<file path="src/rtl/mem_bus_fabric_if.sv">
// Native picorv32 memory bus plus per-slot slave-side signals.
// The "slave" modport is taken by the fabric; "master" drives it from the CPU/slave side.
interface mem_bus_fabric_if #(
    parameter int unsigned NUM_SLOTS = 4
);
    logic                     mem_valid;
    logic [31:0]              mem_addr;
    logic [3:0]               mem_wstrb;
    logic                     mem_ready;
    logic [31:0]              mem_rdata;
    logic [NUM_SLOTS-1:0]     s_sel;
    logic [4*NUM_SLOTS-1:0]   s_we;
    logic [32*NUM_SLOTS-1:0]  s_rdata;
    logic [NUM_SLOTS-1:0]     s_ready;
    logic                     bus_err;
    logic [31:0]              err_addr;

    modport slave (
        input  mem_valid, mem_addr, mem_wstrb, s_rdata, s_ready,
        output mem_ready, mem_rdata, s_sel, s_we, bus_err, err_addr
    );

    modport master (
        output mem_valid, mem_addr, mem_wstrb, s_rdata, s_ready,
        input  mem_ready, mem_rdata, s_sel, s_we, bus_err, err_addr
    );
endinterface

</file>
<file path="src/rtl/mem_bus_fabric.sv">
// Address-decoding interconnect for the picorv32 native bus: per-slot selects,
// fixed or slave-driven completion with timeout, and error completion for unmapped/timed-out accesses.
module mem_bus_fabric #(
    parameter int unsigned            NUM_SLOTS   = 4,
    parameter int unsigned            SLOT_LSB    = 12,
    parameter int unsigned            SLOT_BITS   = 4,
    parameter logic [4*NUM_SLOTS-1:0] WAIT_STATES = 16'h1111,
    parameter logic [NUM_SLOTS-1:0]   EXT_READY   = '0,
    parameter logic [7:0]             TIMEOUT     = 8'd255,
    parameter logic [31:0]            ERR_DATA    = 32'hDEADBEEF
) (
    input  logic              clk,
    input  logic              rst_n,
    mem_bus_fabric_if.slave   bus
);

    typedef enum logic [1:0] {S_IDLE, S_WAIT, S_RESP} state_e;

    state_e                 state_q, state_d;
    logic [NUM_SLOTS-1:0]   sel_q, sel_d;
    logic                   ext_q, ext_d;
    logic                   err_q, err_d;
    logic [7:0]             cnt_q, cnt_d;
    logic [31:0]            addr_q, addr_d;
    logic [31:0]            err_addr_q, err_addr_d;

    logic [SLOT_BITS-1:0]   idx;
    logic                   upper_zero;
    logic                   hit;
    logic [NUM_SLOTS-1:0]   dec_onehot;
    logic [3:0]             dec_wait;
    logic [3:0]             wait_eff;
    logic                   dec_ext;
    logic                   dec_rdy;
    logic                   lat_rdy;
    logic [31:0]            lat_rdata;
    logic [NUM_SLOTS-1:0]   s_sel_c;
    logic [4*NUM_SLOTS-1:0] s_we_c;

    assign idx        = bus.mem_addr[SLOT_LSB +: SLOT_BITS];
    assign upper_zero = (bus.mem_addr >> (SLOT_LSB + SLOT_BITS)) == 32'd0;

    // Decode the incoming address, and separately mux the slot latched for the access in flight.
    always_comb begin
        dec_onehot = '0;
        dec_wait   = 4'd1;
        dec_ext    = 1'b0;
        dec_rdy    = 1'b0;
        lat_rdy    = 1'b0;
        lat_rdata  = '0;
        for (int unsigned i = 0; i < NUM_SLOTS; i++) begin
            if (idx == SLOT_BITS'(i)) begin
                dec_onehot[i] = 1'b1;
                dec_wait      = WAIT_STATES[4*i +: 4];
                dec_ext       = EXT_READY[i];
                dec_rdy       = bus.s_ready[i];
            end
            if (sel_q[i]) begin
                lat_rdy   = bus.s_ready[i];
                lat_rdata = bus.s_rdata[32*i +: 32];
            end
        end
    end

    assign hit      = upper_zero & (|dec_onehot);
    assign wait_eff = (dec_wait == 4'd0) ? 4'd1 : dec_wait;

    always_comb begin
        state_d    = state_q;
        sel_d      = sel_q;
        ext_d      = ext_q;
        err_d      = err_q;
        cnt_d      = cnt_q;
        addr_d     = addr_q;
        err_addr_d = err_addr_q;
        case (state_q)
            S_IDLE: begin
                if (bus.mem_valid) begin
                    addr_d = bus.mem_addr;
                    sel_d  = hit ? dec_onehot : '0;
                    ext_d  = hit & dec_ext;
                    err_d  = 1'b0;
                    if (!hit) begin
                        err_d      = 1'b1;
                        err_addr_d = bus.mem_addr;
                        state_d    = S_RESP;
                    end else if (dec_ext) begin
                        if (dec_rdy) begin
                            state_d = S_RESP;
                        end else if (TIMEOUT <= 8'd1) begin
                            err_d      = 1'b1;
                            err_addr_d = bus.mem_addr;
                            state_d    = S_RESP;
                        end else begin
                            cnt_d   = TIMEOUT - 8'd1;
                            state_d = S_WAIT;
                        end
                    end else if (wait_eff == 4'd1) begin
                        state_d = S_RESP;
                    end else begin
                        cnt_d   = {4'd0, wait_eff} - 8'd1;
                        state_d = S_WAIT;
                    end
                end
            end
            S_WAIT: begin
                // Timeout fires on the last sample without s_ready, so completion lands at T0+TIMEOUT.
                if (ext_q && lat_rdy) begin
                    state_d = S_RESP;
                end else if (cnt_q <= 8'd1) begin
                    state_d = S_RESP;
                    if (ext_q) begin
                        err_d      = 1'b1;
                        err_addr_d = addr_q;
                    end
                end else begin
                    cnt_d = cnt_q - 8'd1;
                end
            end
            S_RESP:  state_d = S_IDLE;
            default: state_d = S_IDLE;
        endcase
    end

    always_comb begin
        s_sel_c = '0;
        s_we_c  = '0;
        if (rst_n) begin
            if (state_q == S_IDLE) begin
                if (bus.mem_valid && hit) begin
                    s_sel_c = dec_onehot;
                    for (int unsigned i = 0; i < NUM_SLOTS; i++) begin
                        if (dec_onehot[i]) s_we_c[4*i +: 4] = bus.mem_wstrb;
                    end
                end
            end else begin
                s_sel_c = sel_q;
            end
        end
    end

    assign bus.s_sel     = s_sel_c;
    assign bus.s_we      = s_we_c;
    assign bus.mem_ready = (state_q == S_RESP);
    assign bus.bus_err   = (state_q == S_RESP) && err_q;
    assign bus.mem_rdata = (state_q != S_RESP) ? '0 : (err_q ? ERR_DATA : lat_rdata);
    assign bus.err_addr  = err_addr_q;

    always_ff @(posedge clk or negedge rst_n) begin
        if (!rst_n) begin
            state_q    <= S_IDLE;
            sel_q      <= '0;
            ext_q      <= 1'b0;
            err_q      <= 1'b0;
            cnt_q      <= '0;
            addr_q     <= '0;
            err_addr_q <= '0;
        end else begin
            state_q    <= state_d;
            sel_q      <= sel_d;
            ext_q      <= ext_d;
            err_q      <= err_d;
            cnt_q      <= cnt_d;
            addr_q     <= addr_d;
            err_addr_q <= err_addr_d;
        end
    end

endmodule

</file>
<file path="src/flat_wrapper.sv">
// flat-port wrapper written by rule: the top's interface ports become plain ports
module mem_bus_fabric_flat 
#(
    parameter int unsigned            NUM_SLOTS   = 4,
    parameter int unsigned            SLOT_LSB    = 12,
    parameter int unsigned            SLOT_BITS   = 4,
    parameter logic [4*NUM_SLOTS-1:0] WAIT_STATES = 16'h1111,
    parameter logic [NUM_SLOTS-1:0]   EXT_READY   = '0,
    parameter logic [7:0]             TIMEOUT     = 8'd255,
    parameter logic [31:0]            ERR_DATA    = 32'hDEADBEEF
)
  (clk, rst_n, bus_mem_valid, bus_mem_addr, bus_mem_wstrb, bus_s_rdata, bus_s_ready, bus_mem_ready, bus_mem_rdata, bus_s_sel, bus_s_we, bus_bus_err, bus_err_addr);
  mem_bus_fabric_if #(.NUM_SLOTS(NUM_SLOTS)) bus_i ();
  input  logic clk;
  input  logic rst_n;
  input wire logic [$bits(bus_i.mem_valid)-1:0] bus_mem_valid;
  input wire logic [$bits(bus_i.mem_addr)-1:0] bus_mem_addr;
  input wire logic [$bits(bus_i.mem_wstrb)-1:0] bus_mem_wstrb;
  input wire logic [$bits(bus_i.s_rdata)-1:0] bus_s_rdata;
  input wire logic [$bits(bus_i.s_ready)-1:0] bus_s_ready;
  output wire logic [$bits(bus_i.mem_ready)-1:0] bus_mem_ready;
  output wire logic [$bits(bus_i.mem_rdata)-1:0] bus_mem_rdata;
  output wire logic [$bits(bus_i.s_sel)-1:0] bus_s_sel;
  output wire logic [$bits(bus_i.s_we)-1:0] bus_s_we;
  output wire logic [$bits(bus_i.bus_err)-1:0] bus_bus_err;
  output wire logic [$bits(bus_i.err_addr)-1:0] bus_err_addr;
  assign bus_i.mem_valid = bus_mem_valid;
  assign bus_i.mem_addr = bus_mem_addr;
  assign bus_i.mem_wstrb = bus_mem_wstrb;
  assign bus_i.s_rdata = bus_s_rdata;
  assign bus_i.s_ready = bus_s_ready;
  assign bus_mem_ready = bus_i.mem_ready;
  assign bus_mem_rdata = bus_i.mem_rdata;
  assign bus_s_sel = bus_i.s_sel;
  assign bus_s_we = bus_i.s_we;
  assign bus_bus_err = bus_i.bus_err;
  assign bus_err_addr = bus_i.err_addr;
  mem_bus_fabric #(.NUM_SLOTS(NUM_SLOTS), .SLOT_LSB(SLOT_LSB), .SLOT_BITS(SLOT_BITS), .WAIT_STATES(WAIT_STATES), .EXT_READY(EXT_READY), .TIMEOUT(TIMEOUT), .ERR_DATA(ERR_DATA)) u_core (.clk(clk), .rst_n(rst_n), .bus(bus_i));
endmodule
</file>
<file path="config.mk">
export PLATFORM = sky130hd
export DESIGN_NAME = mem_bus_fabric_flat
export DESIGN_NICKNAME = d
export VERILOG_FILES = /design/src/rtl/mem_bus_fabric_if.sv /design/src/rtl/mem_bus_fabric.sv /design/src/flat_wrapper.sv
export SDC_FILE = /design/constraint.sdc
export NUM_CORES = 1
export LEC_CHECK = 0
export ABC_AREA = 1
export CORE_ASPECT_RATIO = 1.25
export CORE_MARGIN = 5
export CORE_UTILIZATION = 34
export CTS_CLUSTER_SIZE = 12
export DETAILED_ROUTE_END_ITERATION = 8
export GPL_TIMING_DRIVEN = 0
export PLACE_DENSITY = 0.88
export RECOVER_POWER = 100
export SYNTH_ARGS = -nofsm -noshare
export SYNTH_HDL_FRONTEND = slang
export SYNTH_SLANG_ARGS = --single-unit
</file>
<file path="constraint.sdc">
create_clock -name clk -period 2.1 [get_ports clk]
set_input_delay 0.42 -clock clk [delete_from_list [all_inputs] [get_ports clk]]
set_output_delay 0.42 -clock clk [all_outputs]
set_load 0.01 [all_outputs]
</file>
Yosys cells after proc, flatten, opt, wreduce, memory -nomap -nowiden
Index checks and enable logic that the tools add are counted.
{"block": "classes", "mux": 30, "n_reduce_logical": 12, "add_sub_neg": 1, "magnitude_cmp": 1, "n_bitwise": 3, "eq_ne": 9}
{"operator": "$mux 32", "count": 9}
{"operator": "$mux 16", "count": 3}
{"operator": "$logic_not 32->1", "count": 1}
{"operator": "$mux 4", "count": 8}
{"operator": "$eq 4x2->1 const B", "count": 2}
{"operator": "$le 8x1->1 const B", "count": 1}
{"operator": "$sub 8x1->8 const B", "count": 1}
{"operator": "$mux 1", "count": 7}
{"operator": "$ne 2x2->1 const B", "count": 3}
{"operator": "$reduce_and 2->1", "count": 3}
{"operator": "$reduce_and 5->1", "count": 1}
{"operator": "$eq 4x1->1 const B", "count": 1}
{"operator": "$logic_not 4->1", "count": 1}
{"operator": "$mux 2", "count": 2}
{"operator": "$pmux 2 s2", "count": 1}
{"operator": "$reduce_and 4->1", "count": 1}
{"operator": "$reduce_or 4->1", "count": 1}
{"operator": "$eq 2x1->1 const B", "count": 1}
{"operator": "$eq 2x2->1 const B", "count": 1}
{"operator": "$logic_and 1x1->1", "count": 2}
{"operator": "$logic_not 2->1", "count": 1}
{"operator": "$ne 2x1->1 const B", "count": 1}
{"operator": "$not 1->1", "count": 2}
{"operator": "$reduce_bool 2->1", "count": 1}
{"operator": "$and 1x1->1", "count": 1}
{"block": "totals", "reg_bits": 47, "wordCells": 61, "in_bits": 171, "out_inout_bits": 86}

Logic depth before layout (Yosys ltp)
{"block": "logic_depth", "ltp_word": 8, "depth_mapped": 8, "ltp_nobuf": 7}

Least setup slack after synthesis
OpenSTA, ideal clock, no wires.
{"block": "synth_path", "path_kind": "reg-to-output", "from": "register u_core.state_q[1]", "to": "output port bus_s_sel[1]", "path_buffers": 0, "t_required_ns": 1.680, "arrival_time_ns": 1.236, "path_slack_ns": 0.444, "path_stages_with_launch": 6, "path_cell_list": "dfrtp_1 > inv_2 > nand2_4 > nor3_1 > nand3_1 > a21oi_1"}
{"block": "synth_via", "elab_chain_cells": 3}
{"item": "start, declared", "line": "mem_bus_fabric.sv:19", "rtl": "state_e state_q, state_d;"}
{"item": "start signal, assigned", "line": "mem_bus_fabric.sv:159", "rtl": "state_q <= state_d;"}
{"item": "$logic_not 2->1", "line": "mem_bus_fabric.sv:129", "rtl": "if (state_q == S_IDLE) begin"}
{"item": "$mux 4", "line": "mem_bus_fabric.sv:129"}
{"item": "$mux 4", "line": "mem_bus_fabric.sv:128", "rtl": "if (rst_n) begin"}
{"item": "end, declared", "line": "flat_wrapper.sv:23", "rtl": "output wire logic [$bits(bus_i.s_sel)-1:0] bus_s_sel;"}
No other way between the ends.

Worst setup path after layout
{"block": "layout_path", "from": "register u_core.sel_q[1]", "to": "output port bus_mem_rdata[20]"}
{"block": "layout_via", "elab_chain_cells": 5}
{"item": "start, declared", "line": "mem_bus_fabric.sv:20", "rtl": "logic [NUM_SLOTS-1:0] sel_q, sel_d;"}
{"item": "start signal, assigned", "line": "mem_bus_fabric.sv:160", "rtl": "sel_q <= sel_d;"}
{"item": "$mux 32 (3 in a row)", "line": "mem_bus_fabric.sv:58", "rtl": "if (sel_q[i]) begin"}
{"item": "$mux 32 (2 in a row)", "line": "mem_bus_fabric.sv:146", "rtl": "assign bus.mem_rdata = (state_q != S_RESP) ? '0 : (err_q ? ERR_DATA : lat_rdata);"}
{"item": "end, declared", "line": "flat_wrapper.sv:22", "rtl": "output wire logic [$bits(bus_i.mem_rdata)-1:0] bus_mem_rdata;"}
No other way between the ends.

==> reports/qor.yml <==
clock_tree:
  holdBufCountCts: 0
  htree_num_levels: 2
  cts_sinks: 38
  cts_root_buf: "clkbuf_8"
  clk-insertion-delay-late_ns: 0.29
  cts-buffers-inserted: 5
  cts_buffer_depth: 2
  cts_tree: "yes"
  clk_pin_slew_ns: 0.08
global_routing:
  grt_pass1_wl_mm: 23.3
  antenna_found_initial: 4
  grt_max_degree: 28
  overflow: 0
  grt_pass1_vias: 4341
  grt.total_usage_pct: 28.7
drt:
  final_antenna_net_count: 0
  viasPerCell: 5.24
  drt_wl_total_mm: 15.2
  dr.first_iter.drc_count: 185
  dr_total_vias: 4207
  wire_per_inst_um: 18.9
  dr.pass1.iters: 5
  drcViolationCount: 0
synthesis:
  synth_compound_area_share_pct: 26.1
  synth_top_family_by_area: "simple AND/OR/NAND/NOR gates"
  yosys.area_share.adder_pct: 0
  synthCells: 434
  ys_warn_count: 0
  syn_area_per_cell_um2: 6.50
  syn-num-nets: 605
  yosysUniqueCellTypes: 18
  synthMuxAreaShare_pct: 0
  synth.cell_area_um2: 2820
  yosysSeqAreaShare_pct: 33.7
  yosys.area_share.simple_pct: 32.3
  yosys_register_bits: 38
  synthXorXnorAreaFrac_pct: 0
place:
  placed_cells: 784
  port_buffers: 252
  place.gp.congestion: 0.931
  dp_hpwl_mm: 12.4
setup_path:
  regToRegSetupSlack_ns: 0.16
  ff2ff_path_depth: 7
  crit_arrival_ns: 1.75
  endpoint_kind: "primary output"
  r2r-end: "u_core.bus.err_addr[2]"
  worstReg2RegStart: "u_core.state_q[1]"
  cp.required_ns: 1.68
  start_kind: "flip-flop"
  crit_fanout: 10
  path_class: "flip-flop to primary output"
timing:
  max_freq_ghz: 0.461
  tns_ns: -0.537
  rsz0062_at_grt: "yes"
  fin_skew_ns: 0.0113
  setup_ws_ns: -0.0715
  fin_crit_sh_pct: 103
  slew_headroom_pct: 70.5
  slew_violations: 0
  holdWs_ns: 0.0537
  tightestPinTransition_ns: 0.443
  setup_viol: 17
  hold_viol_final: 0
  fin_crit_ns: 2.17
pwr:
  switching_power_w: 0.000684
  clockPowerShare_pct: 31.0
  irDropWorstVdd_uv: 558
  p_per_area_nw_per_um2: 440
  sw_frac_of_total_pct: 27.5
  power.internal_w: 0.00180
  power.leakage_nw: 2.74
  seqPwrFrac_pct: 34.6
  comb_power_share_pct: 34.3
  finalPower_w: 0.00249
final_layout:
  fillers: 676
  syn2layout_area_growth_pct: 100
  final_cell_mix: "clkdlybuf4s50_1, nand2_1, a21oi_1, buf_2, dfrtp_1"
  fin_cells: 803
  nets: 875
  layout_commonest_cell: "clkdlybuf4s50_1"
  utilization_pct: 69.0
  drive_gt1_share_pct: 20.1
status:
  violations: "setup timing"
  status: "complete, but fails checks"
hold_path:
  hold_class: "primary input to async pin"
floorplan:
  row_count: 37
  initial_core_util_pct: 34.4
  ios: 257
  die_h_um: 112
  die-width_um: 91.5
  core_area_um2: 8190
  dieArea_um2: 10200
job:
  maxCapViolCount: 0
[Yosys cell counts]
master	n	area share, %
nand2_4	3	1.2
clkbuf_1	12	1.6
nor2_4	3	1.2
nor2_1	26	3.5
o21ai_0	17	3.0
inv_2	2	0.27
nand2_1	144	19
nor3_1	4	0.71
buf_2	16	2.8
inv_4	1	0.22
o211ai_1	24	6.4
buf_6	3	1.2
nand3_1	37	6.6
dfrtp_1	38	34
o21ai_1	2	0.35
buf_4	4	1.1
inv_1	6	0.80
a21oi_1	92	16
[registers in the layout (all words and copies together), names as in the netlist]
register,flops
u_core.bus.err_addr,32
u_core.err_q,1
u_core.sel_q,4
u_core.state_q,1
[metal layers]
| metal | up-vias | track usage (%) | wire, µm |
|---|---|---|---|
| met1 | 1899 | 29.8 | 5200 |
| met2 | 239 | 49.0 | 7340 |
| met3 | 48 | 14.3 | 2030 |
| li1 | 2013 | - | - |
| met4 | 8 | 11.8 | 585 |
| met5 | - | 0 | 51 |
[critical path, cell delays in order, from the launching register on]
cell	delay [ns]
dfrtp_2	0.45
nor2_4	0.20
buf_4	0.14
buf_6	0.12
nand2_1	0.07
nand2_1	0.09
o21ai_0	0.10
a21oi_1	0.14
buf_2	0.15
[power by group through the flow]
stage | clock (W) | sequential, W | combinational (W)
detailed placement | 0 | 0.000878 | 0.000918
global route | 0.000823 | 0.000875 | 0.000923
global placement | 0 | 0.000873 | 0.000903
floorplan | 0 | 0.000912 | 0.000218
finish | 0.000773 | 0.000862 | 0.000855
CTS | 0.000786 | 0.000866 | 0.000896
[repair_timing]
item / in CTS / in global routing
pin swaps: 26 / 20
resized for setup: 253 / 44
endpoints found under the hold margin: 0 / 0
setup endpoints to repair: 53 / 53
buffers inserted: 9 / 2
gates cloned: 1 / 0
[worst max-delay path by stage]
stage | startpoint | endpoint | slack [ns]
finish | u_core.sel_q[1] | bus_mem_rdata[20] | -0.07
global route | u_core.sel_q[1] | bus_mem_rdata[5] | -0.16
CTS | u_core.sel_q[1] | bus_mem_rdata[7] | -0.06
detailed placement | bus_mem_addr[15] | bus_s_sel[2] | -0.65
global placement | rst_n | bus_s_sel[3] | -1.63
floorplan | u_core.state_q[1] | bus_s_sel[1] | 0.44
[area by class of cell]
cell class | count | area (µm²) | area share [%]
diodes | 1 | 2.50 | 0.0442
plain buffers | 33 | 208 | 3.67
clock buffers | 6 | 82.6 | 1.46
clock inverters | 2 | 60.1 | 1.06
inverters | 9 | 37.5 | 0.663
multi-input cells | 352 | 1790 | 31.7
flip-flops and latches | 38 | 952 | 16.8
well taps | 97 | 121 | 2.15
repair buffers | 265 | 2400 | 42.4
[stage by stage]
step / area (µm²) / setup slack, ns
2_1_floorplan: 2820 / 0.444
3_5_place_dp: 5480 / -0.645
5_1_grt: 5660 / -0.158
3_3_place_gp: 5470 / -1.63
4_1_cts: 5660 / -0.0564
6_report: 5660 / -0.0715
[cell families after synthesis]
| logic type | after synthesis |
|---|---|
| simple gates | 217 |
| flops | 38 |
| compound gates | 135 |
| buf+inv | 44 |
(Power assumes the default switching activity.)
